<file path="src/rtl/axi_read_burst_ctrl.sv">
// AXI4 read-burst controller: one AR burst at a time, arbitrated single-port memory
// reads, beats returned through a 2-entry R FIFO. Define AXI_RD_WRAP_BURST_EN for WRAP.
module axi_read_burst_ctrl #(
  parameter int unsigned AXI4_ADDRESS_WIDTH = 32,
  parameter int unsigned AXI4_RDATA_WIDTH   = 64,
  parameter int unsigned AXI4_ID_WIDTH      = 16,
  parameter int unsigned AXI4_USER_WIDTH    = 10,
  parameter int unsigned MEM_ADDR_WIDTH     = 13,
  parameter int unsigned OFFSET_BIT         = $clog2(AXI4_RDATA_WIDTH) - 3
) (
  input  logic                          clk,
  input  logic                          rst,
  input  logic [AXI4_ID_WIDTH-1:0]      ARID_i,
  input  logic [AXI4_ADDRESS_WIDTH-1:0] ARADDR_i,
  input  logic [7:0]                    ARLEN_i,
  input  logic [1:0]                    ARBURST_i,
  input  logic [AXI4_USER_WIDTH-1:0]    ARUSER_i,
  input  logic                          ARVALID_i,
  output logic                          ARREADY_o,
  output logic [AXI4_ID_WIDTH-1:0]      RID_o,
  output logic [AXI4_RDATA_WIDTH-1:0]   RDATA_o,
  output logic [1:0]                    RRESP_o,
  output logic                          RLAST_o,
  output logic [AXI4_USER_WIDTH-1:0]    RUSER_o,
  output logic                          RVALID_o,
  input  logic                          RREADY_i,
  output logic                          MEM_CEN_o,
  output logic [MEM_ADDR_WIDTH-1:0]     MEM_A_o,
  input  logic [AXI4_RDATA_WIDTH-1:0]   MEM_Q_i,
  output logic                          valid_o,
  input  logic                          grant_i
);

  localparam int unsigned HI_BIT = MEM_ADDR_WIDTH + OFFSET_BIT;

  typedef enum logic [1:0] {IDLE, ISSUE, ERR, DRAIN} state_e;

  typedef struct packed {
    logic [AXI4_RDATA_WIDTH-1:0] data;
    logic [1:0]                  resp;
    logic                        last;
  } beat_t;

  state_e                      state_q;
  logic [AXI4_ID_WIDTH-1:0]    id_q;
  logic [AXI4_USER_WIDTH-1:0]  user_q;
  logic [7:0]                  len_q;
  logic [1:0]                  burst_q;
  logic [1:0]                  resp_q;
  logic [MEM_ADDR_WIDTH-1:0]   addr_q;
  logic [7:0]                  beat_q;
  logic                        pend_q;
  logic                        pend_last_q;
  logic [1:0]                  cnt_q;
  beat_t                       head_q;
  beat_t                       tail_q;

  logic                        ar_hs_c;
  logic                        pop_c;
  logic                        room_c;
  logic                        issue_c;
  logic                        last_beat_c;
  logic                        err_push_c;
  logic                        push_c;
  beat_t                       push_beat_c;
  logic [2:0]                  occ_c;
  logic                        decerr_c;
  logic                        wrap_ok_c;
  logic                        slverr_c;
  logic [MEM_ADDR_WIDTH-1:0]   wrap_mask_c;
  logic [MEM_ADDR_WIDTH-1:0]   addr_d;

  assign ARREADY_o = !rst && (state_q == IDLE);
  assign RVALID_o  = (cnt_q != 2'd0);
  assign RDATA_o   = head_q.data;
  assign RRESP_o   = head_q.resp;
  assign RLAST_o   = head_q.last;
  assign RID_o     = id_q;
  assign RUSER_o   = user_q;
  assign MEM_A_o   = addr_q;

  assign ar_hs_c = ARVALID_i && ARREADY_o;
  assign pop_c   = RVALID_o && RREADY_i;

  // Credit counts the slot freed by a same-cycle pop so a full-rate burst never stalls.
  assign occ_c       = 3'(cnt_q) + 3'(pend_q) - 3'(pop_c);
  assign room_c      = (occ_c < 3'd2);
  assign valid_o     = !rst && (state_q == ISSUE) && room_c;
  assign MEM_CEN_o   = !valid_o;
  assign issue_c     = valid_o && grant_i;
  assign last_beat_c = (beat_q == len_q);
  assign err_push_c  = (state_q == ERR) && room_c;
  assign push_c      = pend_q || err_push_c;

  always_comb begin
    push_beat_c = '{data: '0, resp: resp_q, last: last_beat_c};
    if (pend_q) begin
      push_beat_c = '{data: MEM_Q_i, resp: 2'b00, last: pend_last_q};
    end
  end

  assign decerr_c = ((ARADDR_i >> HI_BIT) != '0);
`ifdef AXI_RD_WRAP_BURST_EN
  assign wrap_ok_c = (ARLEN_i == 8'd1) || (ARLEN_i == 8'd3) ||
                     (ARLEN_i == 8'd7) || (ARLEN_i == 8'd15);
`else
  assign wrap_ok_c = 1'b0;
`endif
  assign slverr_c = (ARBURST_i == 2'b11) || ((ARBURST_i == 2'b10) && !wrap_ok_c);

  // WRAP stays inside the ARLEN+1 aligned block; ARLEN+1 is a power of two there.
  assign wrap_mask_c = MEM_ADDR_WIDTH'(len_q);
  always_comb begin
    addr_d = addr_q;
    case (burst_q)
      2'b01:   addr_d = addr_q + MEM_ADDR_WIDTH'(1);
      2'b10:   addr_d = (addr_q & ~wrap_mask_c) |
                        ((addr_q + MEM_ADDR_WIDTH'(1)) & wrap_mask_c);
      default: addr_d = addr_q;
    endcase
  end

  always_ff @(posedge clk) begin
    if (rst) begin
      state_q     <= IDLE;
      id_q        <= '0;
      user_q      <= '0;
      len_q       <= '0;
      burst_q     <= '0;
      resp_q      <= '0;
      addr_q      <= '0;
      beat_q      <= '0;
      pend_q      <= 1'b0;
      pend_last_q <= 1'b0;
    end else begin
      pend_q      <= issue_c;
      pend_last_q <= issue_c && last_beat_c;
      case (state_q)
        IDLE: begin
          if (ar_hs_c) begin
            id_q    <= ARID_i;
            user_q  <= ARUSER_i;
            len_q   <= ARLEN_i;
            burst_q <= ARBURST_i;
            addr_q  <= ARADDR_i[HI_BIT-1:OFFSET_BIT];
            beat_q  <= '0;
            resp_q  <= decerr_c ? 2'b11 : (slverr_c ? 2'b10 : 2'b00);
            state_q <= (decerr_c || slverr_c) ? ERR : ISSUE;
          end
        end
        ISSUE: begin
          if (issue_c) begin
            addr_q <= addr_d;
            beat_q <= beat_q + 8'd1;
            if (last_beat_c) state_q <= DRAIN;
          end
        end
        ERR: begin
          if (err_push_c) begin
            beat_q <= beat_q + 8'd1;
            if (last_beat_c) state_q <= DRAIN;
          end
        end
        DRAIN: begin
          if (pop_c && RLAST_o) state_q <= IDLE;
        end
      endcase
    end
  end

  // Head entry drives the R channel directly; tail holds the second beat.
  always_ff @(posedge clk) begin
    if (rst) begin
      cnt_q  <= '0;
      head_q <= '0;
      tail_q <= '0;
    end else begin
      if (push_c && !pop_c) begin
        cnt_q <= cnt_q + 2'd1;
      end else if (!push_c && pop_c) begin
        cnt_q <= cnt_q - 2'd1;
      end
      if (pop_c && (cnt_q == 2'd2)) begin
        head_q <= tail_q;
      end else if (push_c && ((cnt_q == 2'd0) || ((cnt_q == 2'd1) && pop_c))) begin
        head_q <= push_beat_c;
      end
      if (push_c && (((cnt_q == 2'd1) && !pop_c) || (cnt_q == 2'd2))) begin
        tail_q <= push_beat_c;
      end
    end
  end

endmodule

</file>
<file path="config.mk">
export PLATFORM = sky130hd
export DESIGN_NAME = axi_read_burst_ctrl
export DESIGN_NICKNAME = d
export VERILOG_FILES = /design/src/rtl/axi_read_burst_ctrl.sv
export SDC_FILE = /design/constraint.sdc
export NUM_CORES = 1
export LEC_CHECK = 0
export ABC_CLOCK_PERIOD_IN_PS = 4610
export BUFFER_PORTS_ARGS = -buffer_cell sky130_fd_sc_hd__buf_2
export CORE_ASPECT_RATIO = 1.1
export CORE_MARGIN = 5
export CORE_UTILIZATION = 25
export DETAILED_ROUTE_END_ITERATION = 8
export RECOVER_POWER = 25
export SLEW_MARGIN = 20
export SYNTH_ARGS = -nofsm -noshare
export SYNTH_HDL_FRONTEND = slang
export SYNTH_SLANG_ARGS = --single-unit
</file>
<file path="constraint.sdc">
create_clock -name clk -period 4.61 [get_ports clk]
set_clock_uncertainty 0.15 [all_clocks]
set_input_delay 0.922 -clock clk [delete_from_list [all_inputs] [get_ports clk]]
set_output_delay 0.922 -clock clk [all_outputs]
set_load 0.01 [all_outputs]
</file>
==> results.rst, run 1 <==
.. list-table::
   :header-rows: 1

   * - Metric
     - Value
   * - Start of the worst register-to-register path
     - cnt_q[1]
   * - Count of TritonRoute iterations in the first routing pass
     - 7
   * - DR iter-0 viols
     - 529
   * - Aggregate global routing overflow
     - 0
   * - Vias after detailed routing
     - 8,511
   * - Clock Latency Late Sink
     - 440 ps
   * - Type of origin of the critical path
     - register
   * - Reported net switching power
     - 1.96 mW
   * - Portion of synthesized cell area occupied by the leading cell type
     - 45.7%
   * - Number of gates resized after CTS
     - 0
   * - Root Buffer
     - sky130_fd_sc_hd__clkbuf_16
   * - Worst Path Buf+Inv
     - 3
   * - Number of CTS-inserted buffers
     - 17
   * - Cell taking the most area after synthesis
     - sky130_fd_sc_hd__dfxtp_1
   * - CTS tree
     - done
   * - Net count of the mapped netlist
     - 1,249
   * - Count of boundary I/O pins
     - 247
   * - Crit Path Category
     - reg -> out
   * - Number of cells on the critical path
     - 10
   * - Number of enable-type register cells in the synthesized netlist
     - 0
   * - First-pass GRT wire length
     - 42.9 mm
   * - Hold buffer count at cts
     - 0
   * - Layout area overhead
     - 23.9%
   * - Actual slew at the worst max-slew pin
     - 980 ps
   * - Initial Util
     - 25.4%
   * - Achievable frequency
     - 0.232 GHz
   * - Drt total wl
     - 26.7 mm
   * - Antenna violations before repair
     - 4
   * - Residual DRC
     - 0
   * - Routed Antenna Nets
     - 0
   * - Most used cell, CP
     - sky130_fd_sc_hd__inv_1
   * - Setup TNS
     - 0 ps
   * - Count of cell types in the netlist
     - 56
   * - WHS Endpoint
     - tail_q[19]
   * - Sequential-to-total area share from yosys stat
     - 45.7%
   * - Leakage power figure
     - 3.96 nW
   * - Maximum level of the CTS H-tree
     - 4
   * - Share of power burned in registers
     - 40.1%
   * - Switching share of power
     - 37.7%
   * - Layout cells sized above 1
     - 17.7%
   * - Pint
     - 3.25 mW
   * - Row count
     - 71
   * - Worst path cell trace
     - inv_1, ha_1, nor2b_1, xnor2_1, nand2_1, fa_1, xnor2_2, and4_1, inv_1, buf_2
   * - Area enclosed by the die boundary
     - 38,700 um2
   * - # Max-Cap Violations
     - 0
   * - Cell Pwr Density
     - 483 nW/um2
   * - Core Region
     - 34,300 um2
   * - Cell count after synthesis
     - 1,100
   * - Setup repair after global routing missed its margin
     - false
   * - Master of the slowest instance on the critical path
     - sky130_fd_sc_hd__dfxtp_1
   * - Endpoints failing setup
     - 0
   * - Type of the worst min-delay path
     - reg -> reg
   * - Total number of nets in the final design
     - 1,433
   * - Number of warnings printed during yosys synthesis
     - 0
   * - Hold Violations, Final
     - 0
   * - Register clock-pin slew on the reported worst setup and hold paths
     - 70 ps
   * - Clock net sink count
     - 199
   * - Slack of the worst reg-to-reg path
     - 770 ps
   * - Data required time at the worst endpoint
     - 3540 ps
   * - Hold path start
     - tail_q[19]
   * - Number of pins with negative max-slew slack in the final report
     - 0
   * - Maximum fanout count along the critical path
     - 7
   * - Largest net degree at the start of global routing
     - 94
   * - Post-route total power
     - 5.21 mW
   * - Max IR drop VDD
     - 0.467 mV
   * - Routed length per placed instance
     - 15.4 um
   * - Area of the mapped netlist
     - 8710 um2
   * - Buffers from clock root to sink, at most
     - 2
   * - Highest cell delay on the worst timing path
     - 500 ps
   * - Buffers added on ports
     - 243
   * - Slew HR
     - 34.7%
   * - Part of the power in the clock network
     - 29.8%
   * - Half-perimeter wire length after placement
     - 17.5 mm
   * - Via/cell ratio
     - 4.91
   * - Most used DFF post-synth
     - sky130_fd_sc_hd__dfxtp_1
   * - Gp weighted congestion
     - 0.792
   * - FFs w/ async S/R, synth
     - 0%
   * - CP delay by family, top
     - simple AND/OR/NAND/NOR gates
   * - Antenna cell count
     - 0
   * - Synth top area cells
     - sky130_fd_sc_hd__dfxtp_1 46%, sky130_fd_sc_hd__nand2_1 9.4%, sky130_fd_sc_hd__nand3_1 8.0%
   * - Via count of the first global-routing pass
     - 8,100
   * - Share of the clock period used by the worst path
     - 93.5%
   * - Buffers inserted by post-CTS timing repair
     - 0
   * - Critical Path AT
     - 3240 ps
   * - Min-Delay Path Depth
     - 2
   * - X dimension of the die
     - 188 um
   * - Syn_area_per_cell
     - 7.92 um2
   * - Worst r2r path cells
     - 11
   * - Share of total power in combinational logic
     - 30.1%
   * - Run status
     - finished clean
   * - Sort of element at the end of the critical path
     - output pin
   * - Global router's overall resource usage
     - 13.5%
   * - Seq cells post-synth
     - 199
   * - Die height
     - 206 um
   * - Shortest period the worst path allows
     - 4310 ps
==> state kept, by name, summed over array words and instances, names as in the netlist, named ones only <==
| register | count |
|---|---|
| RLAST_o | 1 |
| len_q | 8 |
| beat_q | 8 |
| RDATA_o | 64 |
| pend_last_q | 1 |
| MEM_A_o | 6 |
| RUSER_o | 10 |
| tail_q | 67 |
| burst_q | 2 |
| cnt_q | 2 |
| RRESP_o | 2 |
| state_q | 2 |
| resp_q | 2 |
| RID_o | 16 |
| pend_q | 1 |
==> through the flow <==
stage / area [um2] / hold WS, ps / cells / setup slack (ps) / utilization [%]
after CTS: 10900 / 307 / 1735 / 225 / 31.8
after detailed placement: 10300 / 297 / 1703 / 543 / 30.0
after global routing: 10800 / 319 / 1735 / 39.5 / 31.5
after global placement: 10300 / 291 / 1703 / 564 / 30.0
after floorplan: 8710 / 287 / 1100 / 932 / -
final: 10800 / 305 / 1735 / 302 / 31.5
==> worst reg2reg max path, cell delays in order (launching register included) <==
cell	delay (ps)
sky130_fd_sc_hd__dfxtp_1	500
sky130_fd_sc_hd__inv_1	120
sky130_fd_sc_hd__ha_1	240
sky130_fd_sc_hd__nor2b_1	210
sky130_fd_sc_hd__xnor2_1	190
sky130_fd_sc_hd__nand2_1	100
sky130_fd_sc_hd__fa_1	650
sky130_fd_sc_hd__and3b_1	290
sky130_fd_sc_hd__nand3_4	120
sky130_fd_sc_hd__o31ai_4	630
sky130_fd_sc_hd__o21ai_0	230
sky130_fd_sc_hd__a221oi_1	310
==> placed cells by master (no fill, tap or decap), types with 4 or more instances in the layout <==
cell type | synthesis | final
sky130_fd_sc_hd__nand4_1 | 4 | 4
sky130_fd_sc_hd__buf_4 | 6 | 11
sky130_fd_sc_hd__inv_8 | 0 | 4
sky130_fd_sc_hd__buf_12 | 0 | 5
sky130_fd_sc_hd__dfxtp_1 | 199 | 198
sky130_fd_sc_hd__a221oi_1 | 8 | 8
sky130_fd_sc_hd__xnor2_1 | 16 | 16
sky130_fd_sc_hd__nand2_1 | 219 | 218
sky130_fd_sc_hd__inv_6 | 0 | 4
sky130_fd_sc_hd__nor4_1 | 6 | 6
sky130_fd_sc_hd__a311oi_1 | 66 | 66
sky130_fd_sc_hd__nand3_1 | 139 | 139
sky130_fd_sc_hd__ha_1 | 11 | 11
sky130_fd_sc_hd__nor2b_1 | 9 | 9
sky130_fd_sc_hd__a211oi_1 | 7 | 7
sky130_fd_sc_hd__inv_1 | 22 | 22
sky130_fd_sc_hd__clkbuf_1 | 72 | 78
sky130_fd_sc_hd__nor3_1 | 7 | 7
sky130_fd_sc_hd__a21oi_1 | 86 | 86
sky130_fd_sc_hd__buf_2 | 10 | 165
sky130_fd_sc_hd__o21ai_0 | 56 | 56
sky130_fd_sc_hd__o22ai_1 | 4 | 4
sky130_fd_sc_hd__nand2b_1 | 6 | 6
sky130_fd_sc_hd__nor2_1 | 84 | 84
sky130_fd_sc_hd__or3_1 | 4 | 4
sky130_fd_sc_hd__o211ai_1 | 4 | 4
sky130_fd_sc_hd__clkbuf_16 | 0 | 17
sky130_fd_sc_hd__nand4b_1 | 4 | 4
==> power groups by stage <==
stage                     clock [mW]  combinational (mW)  sequential (mW)
after floorplan                    0               0.980             2.15
after global placement             0                1.60             2.12
after detailed placement           0                1.61             2.13
after CTS                       1.61                1.62             2.09
after global routing            1.68                1.75             2.12
final                           1.55                1.57             2.09
==> worst max-delay path by stage <==
stage	startpoint	to	slack [ps]
2_1_floorplan	RREADY_i	MEM_CEN_o	930
3_3_place_gp	RREADY_i	MEM_CEN_o	560
3_5_place_dp	RREADY_i	MEM_CEN_o	540
4_1_cts	cnt_q[1]	MEM_CEN_o	230
5_1_grt	cnt_q[1]	MEM_CEN_o	40
6_report	cnt_q[1]	MEM_CEN_o	300
==> layer usage <==
metal / part of all wire (%) / vias to the layer above / global-route usage (%) / wire [um]
met3: 7.8 / 32 / 4.07 / 2070
met4: 1.8 / 6 / 4.14 / 471
met1: 43 / 3961 / 17.0 / 11600
li1: - / 4219 / - / -
met2: 47 / 293 / 22.2 / 12600
met5: 0.13 / - / 0 / 34
==> cell usage after synthesis, drive strengths merged, types with 2 or more instances <==
cell type  instances
nand2            219
dfxtp            199
nand3            140
a21oi             86
nor2              85
clkbuf            72
a311oi            66
o21ai             56
inv               22
buf               21
xnor2             17
ha                11
nor2b              9
a211oi             8
a221oi             8
nor3               7
nand2b             6
nor4               6
o211ai             5
nand4              4
nand4b             4
o22ai              4
o31ai              4
or3                4
o32ai              3
or2                3
xor2               3
a21o               2
a31o               2
a31oi              2
and2               2
and3               2
and4               2
nand3b             2
nor3b              2
o21a               2
==> cells by family (layout without fill, tap and decap cells) <==
| family | count (synthesis) | in the layout | share of synthesized area (%) |
|---|---|---|---|
| flip-flops | 199 | 199 | 45.7 |
| XOR/XNOR | 20 | 20 | 2.10 |
| adder cells (fa/ha/maj) | 12 | 12 | 1.81 |
| AND/OR/NAND/NOR | 499 | 499 | 25.4 |
| buffers and inverters | 116 | 313 | 5.40 |
| AO/OA/AOI/OAI | 254 | 254 | 19.5 |
==> layout make-up <==
cell class                      count  area, um2
Clock buffer                       21        470
Clock inverter                     11        126
Fill cell                        3696      23500
Inverter                           23       86.3
Multi-Input combinational cell    785       4280
Sequential cell                   199       3990
Tap cell                          438        548
Timing Repair Buffer              258       1300
No activity file was read; power rests on OpenSTA's default activity.
==> inputs of run 2 (changes only) <==
--- a/config.mk
+++ b/config.mk
@@ -6,11 +6,11 @@
 export NUM_CORES = 1
 export LEC_CHECK = 0
 export ABC_CLOCK_PERIOD_IN_PS = 4610
-export BUFFER_PORTS_ARGS = -buffer_cell sky130_fd_sc_hd__buf_2
 export CORE_ASPECT_RATIO = 1.1
 export CORE_MARGIN = 5
 export CORE_UTILIZATION = 25
 export DETAILED_ROUTE_END_ITERATION = 8
+export DONT_BUFFER_PORTS = 1
 export RECOVER_POWER = 25
 export SLEW_MARGIN = 20
 export SYNTH_ARGS = -nofsm -noshare
==> results.rst, run 2 (synthesis results as in run 1) <==
.. list-table::
   :header-rows: 1

   * - Metric
     - Value
   * - Run status
     - finished clean
   * - Slew HR
     - 27.0% (-7.7 points)
   * - Part of the power in the clock network
     - 30.4% (+0.6 points)
   * - Global router's overall resource usage
     - 12.8% (-0.72 points)
   * - Buffers from clock root to sink, at most
     - 2 (unchanged)
   * - Maximum level of the CTS H-tree
     - 4 (unchanged)
   * - Setup TNS
     - 0 ps (unchanged)
   * - Pint
     - 3.12 mW (-4.1%)
   * - Endpoints failing setup
     - 0 (unchanged)
   * - Data required time at the worst endpoint
     - 3540 ps (about the same)
   * - DR iter-0 viols
     - 548 (+3.6%)
   * - Count of boundary I/O pins
     - 247 (unchanged)
   * - Type of the worst min-delay path
     - reg -> reg
   * - Row count
     - 71 (unchanged)
   * - Max IR drop VDD
     - 0.305 mV (-35%)
   * - Number of gates resized after CTS
     - 0 (unchanged)
   * - Share of power burned in registers
     - 44.1% (+4.0 points)
   * - Largest net degree at the start of global routing
     - 165 (+76%)
   * - Hold buffer count at cts
     - 0 (unchanged)
   * - Die height
     - 206 um (unchanged)
   * - Drt total wl
     - 25.8 mm (-3.5%)
   * - Clock Latency Late Sink
     - 440 ps (about the same)
   * - Gp weighted congestion
     - 0.761 (-4.0%)
   * - Root Buffer
     - sky130_fd_sc_hd__clkbuf_16
   * - Setup repair after global routing missed its margin
     - false
   * - Maximum fanout count along the critical path
     - 6 (-1)
   * - Share of total power in combinational logic
     - 25.5% (-4.6 points)
   * - Met1 track utilization from global routing
     - 15.5% (-1.5 points)
   * - Sort of element at the end of the critical path
     - output pin
   * - Via/cell ratio
     - 5.14 (+4.7%)
   * - Antenna cell count
     - 0 (unchanged)
   * - Number of pins with negative max-slew slack in the final report
     - 0 (unchanged)
   * - Critical Path AT
     - 3070 ps (-170 ps)
   * - Via count of the first global-routing pass
     - 7,167 (-12%)
   * - Most frequent cells in the layout
     - 218 x sky130_fd_sc_hd__nand2_1, 198 x sky130_fd_sc_hd__dfxtp_1, 139 x sky130_fd_sc_hd__nand3_1
   * - GR peak layer
     - met2
   * - Type of origin of the critical path
     - register
   * - Core Region
     - 34,300 um2 (unchanged)
   * - Most flops, register
     - tail_q
   * - Reported net switching power
     - 1.88 mW (-4.3%)
   * - Area enclosed by the die boundary
     - 38,700 um2 (unchanged)
   * - Switching share of power
     - 37.6% (-0.062 points)
   * - Number of fill cells
     - 3,663 (-0.89%)
   * - Shortest period the worst path allows
     - 4140 ps (-164 ps)
   * - Final core utilization
     - 28.1% (-3.4 points)
   * - Layout cells sized above 1
     - 5.79% (-12 points)
   * - Routed Antenna Nets
     - 0 (unchanged)
   * - X dimension of the die
     - 188 um (unchanged)
   * - Buffers added on ports
     - 0 (-100%)
   * - Largest register FFs
     - 67 (unchanged)
   * - Clock net sink count
     - 199 (unchanged)
   * - Initial Util
     - 25.4% (unchanged)
   * - Half-perimeter wire length after placement
     - 16.2 mm (-7.4%)
   * - Global routing usage on met2
     - 21.0% (-1.2 points)
   * - Share of the clock period used by the worst path
     - 89.9% (-3.6 points)
   * - Routed length per placed instance
     - 17.3 um (+12%)
   * - Leakage power figure
     - 3.14 nW (-21%)
   * - Crit Path Category
     - reg -> out
   * - Buffers inserted by post-CTS timing repair
     - 0 (unchanged)
   * - Achievable frequency
     - 0.241 GHz (+4.0%)
   * - Total number of nets in the final design
     - 1,189 (-17%)
   * - Grt met3 use
     - 4.92% (+0.85 points)
   * - Register clock-pin slew on the reported worst setup and hold paths
     - 70 ps (about the same)
   * - Layout area overhead
     - 10.4%
   * - Hold Violations, Final
     - 0 (unchanged)
   * - CTS tree
     - done
   * - Aggregate global routing overflow
     - 0 (unchanged)
   * - # Max-Cap Violations
     - 0 (unchanged)
   * - Commonest non-fill, non-tap cell in the layout
     - sky130_fd_sc_hd__nand2_1
   * - Number of CTS-inserted buffers
     - 17 (unchanged)
   * - Residual DRC
     - 0 (unchanged)
   * - Actual slew at the worst max-slew pin
     - 1100 ps (+116 ps)
   * - Cell Pwr Density
     - 519 nW/um2 (+7.6%)
   * - Count of TritonRoute iterations in the first routing pass
     - 5 (-2)
   * - Antenna violations before repair
     - 2 (-2)
   * - Vias after detailed routing
     - 7,657 (-10%)
   * - First-pass GRT wire length
     - 39.9 mm (-6.9%)
==> run 2: final timing paths <==
path,end,from,slack (ps),depth (start not counted)
max,MEM_CEN_o,cnt_q[1],470,10
max reg2reg,tail_q[51],cnt_q[1],800,14
min,tail_q[46],tail_q[46],310,2
min reg2reg,tail_q[46],tail_q[46],310,2
==> run 2: power by group through the flow <==
stage / Sequential (mW) / Clock (mW) / Combinational, mW
3_3_place_gp: 2.25 / 0 / 1.27
4_1_cts: 2.21 / 1.57 / 1.29
3_5_place_dp: 2.25 / 0 / 1.28
2_1_floorplan: 2.15 / 0 / 0.980
6_report: 2.20 / 1.52 / 1.27
5_1_grt: 2.24 / 1.63 / 1.42
==> run 2: per-layer routing <==
metal | vias to the layer above | wire length, um
met5 | - | 25
met4 | 4 | 370
met3 | 26 | 2530
met2 | 242 | 12200
met1 | 3641 | 10700
li1 | 3744 | -
==> run 2: through the flow <==
step / setup slack (ps) / hold slack [ps] / total power [mW] / instance area [um2] / instances
2_1_floorplan: 932 / 287 / 3.13 / 8710 / 1100
5_1_grt: 248 / 321 / 5.29 / 9620 / 1491
6_report: 466 / 306 / 5.00 / 9620 / 1491
4_1_cts: 414 / 306 / 5.07 / 9620 / 1491
3_5_place_dp: 580 / 294 / 3.53 / 9050 / 1459
3_3_place_gp: 604 / 291 / 3.51 / 9050 / 1459
==> run 2: cell type report <==
class / count / area (um2) / area share [%]
clock buffers: 22 / 464 / 4.83
clock inverters: 10 / 109 / 1.13
inverters: 23 / 86.3 / 0.897
multi-input cells: 785 / 4280 / 44.5
flip-flops and latches: 199 / 3990 / 41.4
well taps: 438 / 548 / 5.70
repair buffers: 14 / 143 / 1.48
==> run 2: critical path, cell delays in order (launching register included) <==
cell	delay (ps)
sky130_fd_sc_hd__dfxtp_1	480
sky130_fd_sc_hd__inv_1	100
sky130_fd_sc_hd__ha_1	230
sky130_fd_sc_hd__nor2b_1	120
sky130_fd_sc_hd__buf_4	150
sky130_fd_sc_hd__xnor2_1	170
sky130_fd_sc_hd__nand2_1	110
sky130_fd_sc_hd__fa_1	420
sky130_fd_sc_hd__xnor2_2	320
sky130_fd_sc_hd__and4_1	410
sky130_fd_sc_hd__inv_1	130
==> inputs of run 3 (changes only) <==
--- a/config.mk
+++ b/config.mk
@@ -7,12 +7,12 @@
 export LEC_CHECK = 0
 export ABC_CLOCK_PERIOD_IN_PS = 4610
 export CORE_ASPECT_RATIO = 1.1
-export CORE_MARGIN = 5
+export CORE_MARGIN = 3
 export CORE_UTILIZATION = 25
+export CTS_CLUSTER_DIAMETER = 120
 export DETAILED_ROUTE_END_ITERATION = 8
 export DONT_BUFFER_PORTS = 1
 export RECOVER_POWER = 25
-export SLEW_MARGIN = 20
 export SYNTH_ARGS = -nofsm -noshare
 export SYNTH_HDL_FRONTEND = slang
 export SYNTH_SLANG_ARGS = --single-unit
==> results.rst, run 3 (synthesis results as in run 1) <==
.. list-table::
   :header-rows: 1

   * - Metric
     - Value
   * - CP delay by family, top
     - simple AND/OR/NAND/NOR gates
   * - Type of origin of the critical path
     - register
   * - Post-route insts no fill
     - 1,493 (+0.13%)
   * - Count of TritonRoute iterations in the first routing pass
     - 5 (unchanged)
   * - Residual DRC
     - 0 (unchanged)
   * - Global router's overall resource usage
     - 13.3% (+0.58 points)
   * - Number of pins with negative max-slew slack in the final report
     - 0 (unchanged)
   * - Half-perimeter wire length after placement
     - 16.1 mm (-0.77%)
   * - First element of the critical path
     - cnt_q[1]
   * - Hold path start
     - tail_q[22]
   * - Commonest non-fill, non-tap cell in the layout
     - sky130_fd_sc_hd__nand2_1
   * - Row count
     - 71 (unchanged)
   * - Most flops, register
     - tail_q
   * - # Max-Cap Violations
     - 0 (unchanged)
   * - Most frequent cells in the layout
     - 218 x sky130_fd_sc_hd__nand2_1, 198 x sky130_fd_sc_hd__dfxtp_1, 139 x sky130_fd_sc_hd__nand3_1
   * - Crit Path Category
     - reg -> out
   * - DR iter-0 viols
     - 493 (-10%)
   * - Dpl ws
     - 673 ps (+92.9 ps)
   * - First-pass GRT wire length
     - 39.7 mm (-0.50%)
   * - Maximum fanout count along the critical path
     - 7 (+1)
   * - Critical Path AT
     - 3250 ps (+180 ps)
   * - Count of boundary I/O pins
     - 247 (unchanged)
   * - Max IR drop VDD
     - 0.362 mV (+19%)
   * - Cell Pwr Density
     - 524 nW/um2 (+0.90%)
   * - Master of the slowest instance on the critical path
     - sky130_fd_sc_hd__dfxtp_1
   * - Drt total wl
     - 25.3 mm (-1.9%)
   * - Share of the clock period used by the worst path
     - 93.7% (+3.8 points)
   * - Worst Path Buf+Inv
     - 2 (-1)
   * - Buffers added on ports
     - 0 (unchanged)
   * - Area enclosed by the die boundary
     - 37,100 um2 (-4.0%)
   * - Clock net sink count
     - 199 (unchanged)
   * - Shortest period the worst path allows
     - 4320 ps (+174 ps)
   * - Start of the worst register-to-register path
     - cnt_q[1]
   * - Antenna cell count
     - 0 (unchanged)
   * - Number of gates resized after CTS
     - 0 (unchanged)
   * - Total number of nets in the final design
     - 1,191 (+0.17%)
   * - Initial Util
     - 25.4% (unchanged)
   * - Actual slew at the worst max-slew pin
     - 1080 ps (-15.1 ps)
   * - Core Region
     - 34,300 um2 (unchanged)
   * - Endpoints failing setup
     - 0 (unchanged)
   * - Setup TNS
     - 0 ps (unchanged)
   * - Largest net degree at the start of global routing
     - 165 (unchanged)
   * - Aggregate global routing overflow
     - 0 (unchanged)
   * - Maximum level of the CTS H-tree
     - 4 (unchanged)
   * - Hold buffer count at cts
     - 0 (unchanged)
   * - Vias after detailed routing
     - 7,729 (+0.94%)
   * - Register clock-pin slew on the reported worst setup and hold paths
     - 90 ps (+20 ps)
   * - PnR worst setup slack
     - 292 ps (-174 ps)
   * - Type of the worst min-delay path
     - reg -> reg
   * - Buffers from clock root to sink, at most
     - 2 (unchanged)
   * - Sort of element at the end of the critical path
     - output pin
   * - Via/cell ratio
     - 5.18 (+0.81%)
   * - Setup repair after global routing missed its margin
     - false
   * - Most used cell, CP
     - sky130_fd_sc_hd__inv_1
   * - Gp weighted congestion
     - 0.754 (-0.95%)
   * - Layout area overhead
     - 10.9%
   * - Achievable frequency
     - 0.232 GHz (-4.0%)
   * - Die height
     - 202 um (-1.9%)
   * - Layout cells sized above 1
     - 6.26% (+0.46 points)
   * - CTS tree
     - done
   * - Routed Antenna Nets
     - 0 (unchanged)
   * - Slew HR
     - 28.0% (+1.0 points)
   * - Via count of the first global-routing pass
     - 7,211 (+0.61%)
   * - Highest cell delay on the worst timing path
     - 500 ps (+20 ps)
   * - Number of CTS-inserted buffers
     - 17 (unchanged)
   * - Data required time at the worst endpoint
     - 3540 ps (about the same)
   * - Total placed cells including tap cells
     - 1,461 (+0.14%)
   * - Root Buffer
     - sky130_fd_sc_hd__clkbuf_16
   * - Routed length per placed instance
     - 17.0 um (-2.0%)
   * - Antenna violations before repair
     - 1 (-1)
   * - Run status
     - finished clean
   * - Hold Violations, Final
     - 0 (unchanged)
   * - Worst path cell trace
     - inv_1, ha_1, nor2b_1, xnor2_1, nand2_1, fa_1, xnor2_2, and4_1, inv_1
   * - Leakage power figure
     - 3.17 nW (+1.1%)
   * - Largest register FFs
     - 67 (unchanged)
   * - X dimension of the die
     - 184 um (-2.1%)
   * - Clock Latency Late Sink
     - 450 ps (about the same)
   * - Buffers inserted by post-CTS timing repair
     - 0 (unchanged)
## run 3: cell types whose count changed in the layout (fill, tap and decap cells not counted), sizes merged
cell,previous run,this run
inv,28,30
clkinv,2,6
clkbuf,22,17
buf,14,16
bufinv,1,2
clkinvlp,2,0
## run 3: per-layer routing
layer | global-route usage [%] | share of wire [%]
met1 | 16.8 | 41
met2 | 21.1 | 47
met3 | 5.17 | 10
met4 | 3.97 | 1.5
met5 | 0 | 0.051
## run 3: cell type report
cell class	instances	area, um2
Clock buffer	17	425
Clock inverter	15	184
Fill cell	3688	24600
Inverter	23	86.3
Multi-Input combinational cell	785	4280
Sequential cell	199	3990
Tap cell	438	548
Timing Repair Buffer	16	145
## run 3: worst paths after layout
| check | endpoint | slack, ps | depth (start not counted) |
|---|---|---|---|
| min reg2reg | tail_q[22] | 310 | 2 |
| min | tail_q[22] | 310 | 2 |
| max reg2reg | tail_q[56] | 840 | 12 |
| max | MEM_CEN_o | 290 | 9 |
## run 3: stage by stage
stage               total power, mW  util [%]  hold WS [ps]  instance area (um2)
floorplan                      3.13         -           287                 8710
global placement               3.50      26.4           291                 9050
detailed placement             3.52      26.4           295                 9050
CTS                            5.12      28.2           307                 9660
global route                   5.38      28.2           317                 9660
finish                         5.06      28.2           305                 9660
## run 3: worst min-delay path, delay by kind of cell, from the launching register on
family	cells	cell delay (ps)
flops	1	310
compound gates	1	50
simple gates	1	50
## run 3: power by group
| group | total, mW | switching (mW) | internal [mW] |
|---|---|---|---|
| combinational | 1.27 | 0.864 | 0.411 |
| clock | 1.59 | 0.760 | 0.828 |
| sequential | 2.20 | 0.284 | 1.91 |
